`config.mk`:
```
export PLATFORM = sky130hd
export DESIGN_NAME = toggle_decoder
export DESIGN_NICKNAME = d
export VERILOG_FILES = /design/src/rtl/toggle_decoder.sv
export SDC_FILE = /design/constraint.sdc
export NUM_CORES = 1
export LEC_CHECK = 0
export CORE_ASPECT_RATIO = 1.4
export CORE_MARGIN = 2
export CORE_UTILIZATION = 47
export DETAILED_ROUTE_END_ITERATION = 10
export GPL_TIMING_DRIVEN = 0
export MAX_ROUTING_LAYER = met4
export PLACE_DENSITY = 0.74
export SLEW_MARGIN = 30
export SYNTH_ARGS = -nofsm -noshare
export SYNTH_HDL_FRONTEND = slang
export SYNTH_SLANG_ARGS = --single-unit
```
`constraint.sdc`:
```
create_clock -name Clk -period 1.75 [get_ports Clk]
set_clock_uncertainty 0.2 [all_clocks]
set_input_delay 0.35 -clock Clk [delete_from_list [all_inputs] [get_ports Clk]]
set_output_delay 0.35 -clock Clk [all_outputs]
set_load 0.02 [all_outputs]
```
`src/rtl/toggle_decoder.sv`:
```
// toggle_decoder: recovers LSB-first bytes from a T-flip-flop toggle-encoded line
// with idle-gap start detection, a one-deep output register and a saturating toggle counter.
module toggle_decoder #(
  parameter int IDLE_BITS = 4
) (
  input  logic        Clk,
  input  logic        Rst_n,
  input  logic        En,
  input  logic        Q,
  input  logic        Ready,
  output logic [7:0]  Data,
  output logic        Valid,
  output logic        Overrun,
  output logic        Busy,
  output logic [15:0] Toggles
);
  localparam logic [0:0] IDLE  = 1'b0;
  localparam logic [0:0] SHIFT = 1'b1;
  localparam logic [3:0] IDLE_MAX = 4'(IDLE_BITS);
  logic [0:0]  state_q, state_d;
  logic        q_prev_q, q_prev_d;
  logic [3:0]  idle_cnt_q, idle_cnt_d;
  logic [2:0]  bit_cnt_q, bit_cnt_d;
  logic [6:0]  shift_q, shift_d;
  logic [7:0]  data_q, data_d;
  logic        valid_q, valid_d;
  logic        ovr_q, ovr_d;
  logic [15:0] tog_q, tog_d;
  logic        t_rec, in_shift, start, done, load;
  assign t_rec    = Q ^ q_prev_q;
  assign in_shift = state_q == SHIFT;
  assign start    = En && !in_shift && t_rec && idle_cnt_q == IDLE_MAX;
  assign done     = En && in_shift && bit_cnt_q == 3'd7;
  // A pending byte may be replaced only when it is being accepted on this same edge
  assign load     = done && (!valid_q || Ready);
  always_comb begin
    q_prev_d   = En ? Q : q_prev_q;
    state_d    = start ? SHIFT : done ? IDLE : state_q;
    idle_cnt_d = !En ? idle_cnt_q
               : (in_shift || t_rec) ? 4'd0
               : (idle_cnt_q == IDLE_MAX) ? idle_cnt_q : idle_cnt_q + 4'd1;
    bit_cnt_d  = start ? 3'd0 : (En && in_shift) ? bit_cnt_q + 3'd1 : bit_cnt_q;
    shift_d    = (En && in_shift) ? {t_rec, shift_q[6:1]} : shift_q;
    data_d     = load ? {t_rec, shift_q} : data_q;
    valid_d    = load || (valid_q && !Ready);
    ovr_d      = ovr_q || (done && valid_q && !Ready);
    tog_d      = (En && t_rec && tog_q != 16'hFFFF) ? tog_q + 16'd1 : tog_q;
  end
  always_ff @(posedge Clk or negedge Rst_n) begin
    if (!Rst_n) begin
      state_q    <= IDLE;
      q_prev_q   <= 1'b0;
      idle_cnt_q <= 4'd0;
      bit_cnt_q  <= 3'd0;
      shift_q    <= 7'd0;
      data_q     <= 8'h00;
      valid_q    <= 1'b0;
      ovr_q      <= 1'b0;
      tog_q      <= 16'h0000;
    end else begin
      state_q    <= state_d;
      q_prev_q   <= q_prev_d;
      idle_cnt_q <= idle_cnt_d;
      bit_cnt_q  <= bit_cnt_d;
      shift_q    <= shift_d;
      data_q     <= data_d;
      valid_q    <= valid_d;
      ovr_q      <= ovr_d;
      tog_q      <= tog_d;
    end
  end
  assign Data    = data_q;
  assign Valid   = valid_q;
  assign Overrun = ovr_q;
  assign Busy    = in_shift;
  assign Toggles = tog_q;
endmodule
```
==> impl_metrics.yaml <==
global_route:
  grt_pass1_wl_um: 6870
  antenna_found_initial: 0
  first_global_vias: 1486
  grt_max_degree: 31
  overflow: 0
  grt.total_usage_pct: 20.2
timing:
  fin_crit_ns: 1.87
  period_share_pct: 107
  setup_viol: 13
  final-hold-violation-count: 0
  tightest_slew_ns: 0.405
  fin_ws_ns: -0.119
  fmax_mhz: 535
  finalMaxSlewViolations: 0
  timing.hold.ws_ns: 0.225
  slew_headroom_pct: 72.9
  rsz0062_at_grt: "true"
worst_setup_path:
  endpoint: "Toggles[12]"
  cp-start-kind: "flip-flop"
  regToRegStartpoint: "Toggles[0]"
  path_cells: "ha_4, nand4_1, or3_4, nor2_4, mux2_4"
  r2r_setup_slack_ns: -0.12
  arrival_ns: 1.86
  r2r_cells: 5
  crit_path_end_kind: "flip-flop"
  crit_start: "Toggles[0]"
  critPathMaxFanout: 3
  worstSetupPathType: "flip-flop to flip-flop"
  max_stage_delay_ns: 0.41
  rr_endpoint: "Toggles[12]"
  cpMaxStageDelayCell: "dfrtp_2"
  required_ns: 1.75
clock_network:
  cts.path.max_buffers: 2
  cts_made_buffers: 5
  cts_tree: "done"
  h-tree-depth: 2
  clock-sinks: 42
  clk_pin_slew_worst_paths_ns: 0.08
  clock_latency_ns: 0.30
  root_buffer: "clkbuf_8"
logic_synthesis:
  syn_inst: 160
  synth-adder-area-share_pct: 3.21
  synth_area_leaders: "dfrtp_1 (54%), mux2_2 (9.8%), xor2_1 (6.7%), nand2_1 (3.3%), ha_1 (3.2%)"
  synth_commonest_cells: "dfrtp_1 (42), mux2_2 (17), nand2_1 (17)"
  yosysWarnings: 0
  synth_xor_area_share_pct: 7.56
  synth_cell_types: 34
  syn_area_um2: 1950
  ys_ff_latch: 42
  synth_top_family_by_area: "simple AND/OR/NAND/NOR gates"
  yosys_most_used_dff: "dfrtp_1"
  synth_area_per_cell_um2: 12.2
  synth_simple_gate_area_share_pct: 19.5
  yosysMostFrequentCell: "dfrtp_1"
  synth-edff-count: 0
  synth_top_area_share_pct: 53.8
  yosysTopAreaCell: "dfrtp_1"
  seq_area_frac_synth_pct: 53.8
  synthMuxAreaShare_pct: 10.4
  synth_compound_area_share_pct: 3.46
  async_reset_ff_share_pct: 100
  syn_nets: 170
drt:
  via_per_inst: 5.50
  ant_nets: 0
  vias: 1431
  drt_iter0_markers: 24
  wire_per_inst_um: 16.0
  routed_wl_um: 4160
  drc: 0
  drtPass1Iterations: 4
power_and_ir_drop:
  p_leak_nw: 1.32
  peakVddDrop_v: 0.000973
  pwr_density_cell_nw_per_um2: 1250
  power.total_mw: 3.50
die:
  placementRows: 27
  start_util_pct: 49.4
  die_h_um: 80.3
  io_pins: 32
  die_w_um: 58.5
  core-area_um2: 3950
  dieArea_um2: 4690
placed_design:
  io_buffers: 30
  dpl_cell_area_um2: 2340
  dp_hpwl_um: 2700
  dp.cells: 234
  gp_congestion: 0.793
cells_and_area:
  syn_to_final_growth_pct: 42.9
  post_route_cells_drive_above_1_share_pct: 36.4
  fin_nets: 226
  stdcell_area_um2: 2790
  final_cells: 260
  antennaDiodeCount: 0
status:
  status: "complete, but fails checks"
  violations: "setup timing"
flow_run:
  maxCapViolations: 0
min_path:
  hold_path_class: "primary input to flip-flop"
[cell usage in the layout, fill, tap and decap left out, drive strengths merged]
| cell | Yosys | routed |
|---|---|---|
| dlygate4sd2 | 0 | 27 |
| and2 | 1 | 1 |
| nor3b | 2 | 2 |
| buf | 4 | 23 |
| bufinv | 0 | 1 |
| nor2b | 1 | 1 |
| o31ai | 2 | 2 |
| a21oi | 2 | 2 |
| nand4 | 5 | 5 |
| ha | 5 | 5 |
| or3 | 1 | 1 |
| mux2 | 18 | 18 |
| and4 | 1 | 1 |
| nand3 | 6 | 6 |
| nor4 | 8 | 8 |
| nor2 | 6 | 6 |
| inv | 2 | 2 |
| a21o | 2 | 2 |
| dfrtp | 42 | 42 |
| dlygate4sd3 | 0 | 1 |
| nand2 | 18 | 18 |
| nand2b | 1 | 1 |
| clkbuf | 1 | 8 |
| o21bai | 1 | 1 |
| nand4bb | 1 | 1 |
| clkdlybuf4s50 | 0 | 1 |
| nor3 | 6 | 6 |
| xor2 | 16 | 16 |
| o21ai | 4 | 4 |
| and3 | 4 | 4 |
| clkdlybuf4s15 | 0 | 1 |
[report_power, final]
part | internal [mW] | leakage (nW) | switching, mW
clock network | 0.427 | 0.0524 | 0.331
registers | 1.26 | 0.536 | 0.263
logic | 0.621 | 0.728 | 0.596
[kinds of logic after synthesis]
| logic type | after synthesis |
|---|---|
| compound gates | 11 |
| xor+xnor | 16 |
| fa+ha+maj | 5 |
| buf+inv | 7 |
| flops | 42 |
| mux | 18 |
| simple gates | 61 |
[sequential cells by signal, indices dropped and copies added, names as in the netlist]
| register | flops |
|---|---|
| q_prev_q | 1 |
| Data | 8 |
| Busy | 1 |
| shift_q | 7 |
| Valid | 1 |
| Toggles | 16 |
| idle_cnt_q | 4 |
| Overrun | 1 |
| bit_cnt_q | 3 |
[critical path, delay by kind of cell, from the launching register on]
| kind | cells | cell delay (ns) |
|---|---|---|
| fa+ha+maj | 1 | 0.14 |
| flops | 1 | 0.41 |
| mux | 1 | 0.30 |
| simple gates | 3 | 0.71 |
[what timing repair did]
item | CTS | global route
buffers inserted | 8 | 9
hold endpoints to repair | 12 | 0
resized for setup | 50 | 29
setup endpoints to repair | 59 | 28
pin swaps | 7 | 9
gates cloned | 1 | 0
hold buffers | 1 | 0
[worst min-delay path by stage]
stage                     cells past startpoint             to           from
final                                         3   bit_cnt_q[1]             En
after global routing                          3  idle_cnt_q[2]             En
after CTS                                     3  idle_cnt_q[2]             En
after detailed placement                      1  idle_cnt_q[3]          Rst_n
after global placement                        1  idle_cnt_q[3]  idle_cnt_q[3]
after floorplan                               0           Busy          Rst_n
[metrics by stage]
step                utilization [%]  worst slack [ns]  TNS [ns]
CTS                            66.0            -0.140     -1.10
finish                         70.6            -0.119     -1.09
global route                   70.6            -0.227     -2.70
global placement               58.9            -0.996    -48.65
floorplan                         -            -0.118    -0.685
detailed placement             59.3            -0.627    -14.60
[final cells by class]
cell class / count / area, um^2
multi-input combinational: 111 / 1080
buffer: 5 / 47.5
timing repair buffer: 49 / 434
sequential: 42 / 1060
inverter: 2 / 7.51
clock buffer: 7 / 76.3
clock inverter: 1 / 30.0
fill: 277 / 1160
tap: 43 / 53.8
[metal layers]
metal / GRT usage, % / vias up / routed length [um]
li1: - / 677 / -
met1: 22.4 / 712 / 1690
met5: - / - / 0
met2: 33.8 / 33 / 2190
met4: 9.07 / 0 / 97
met3: 4.99 / 9 / 185
Note: power is estimated with default switching activity, not from simulation.
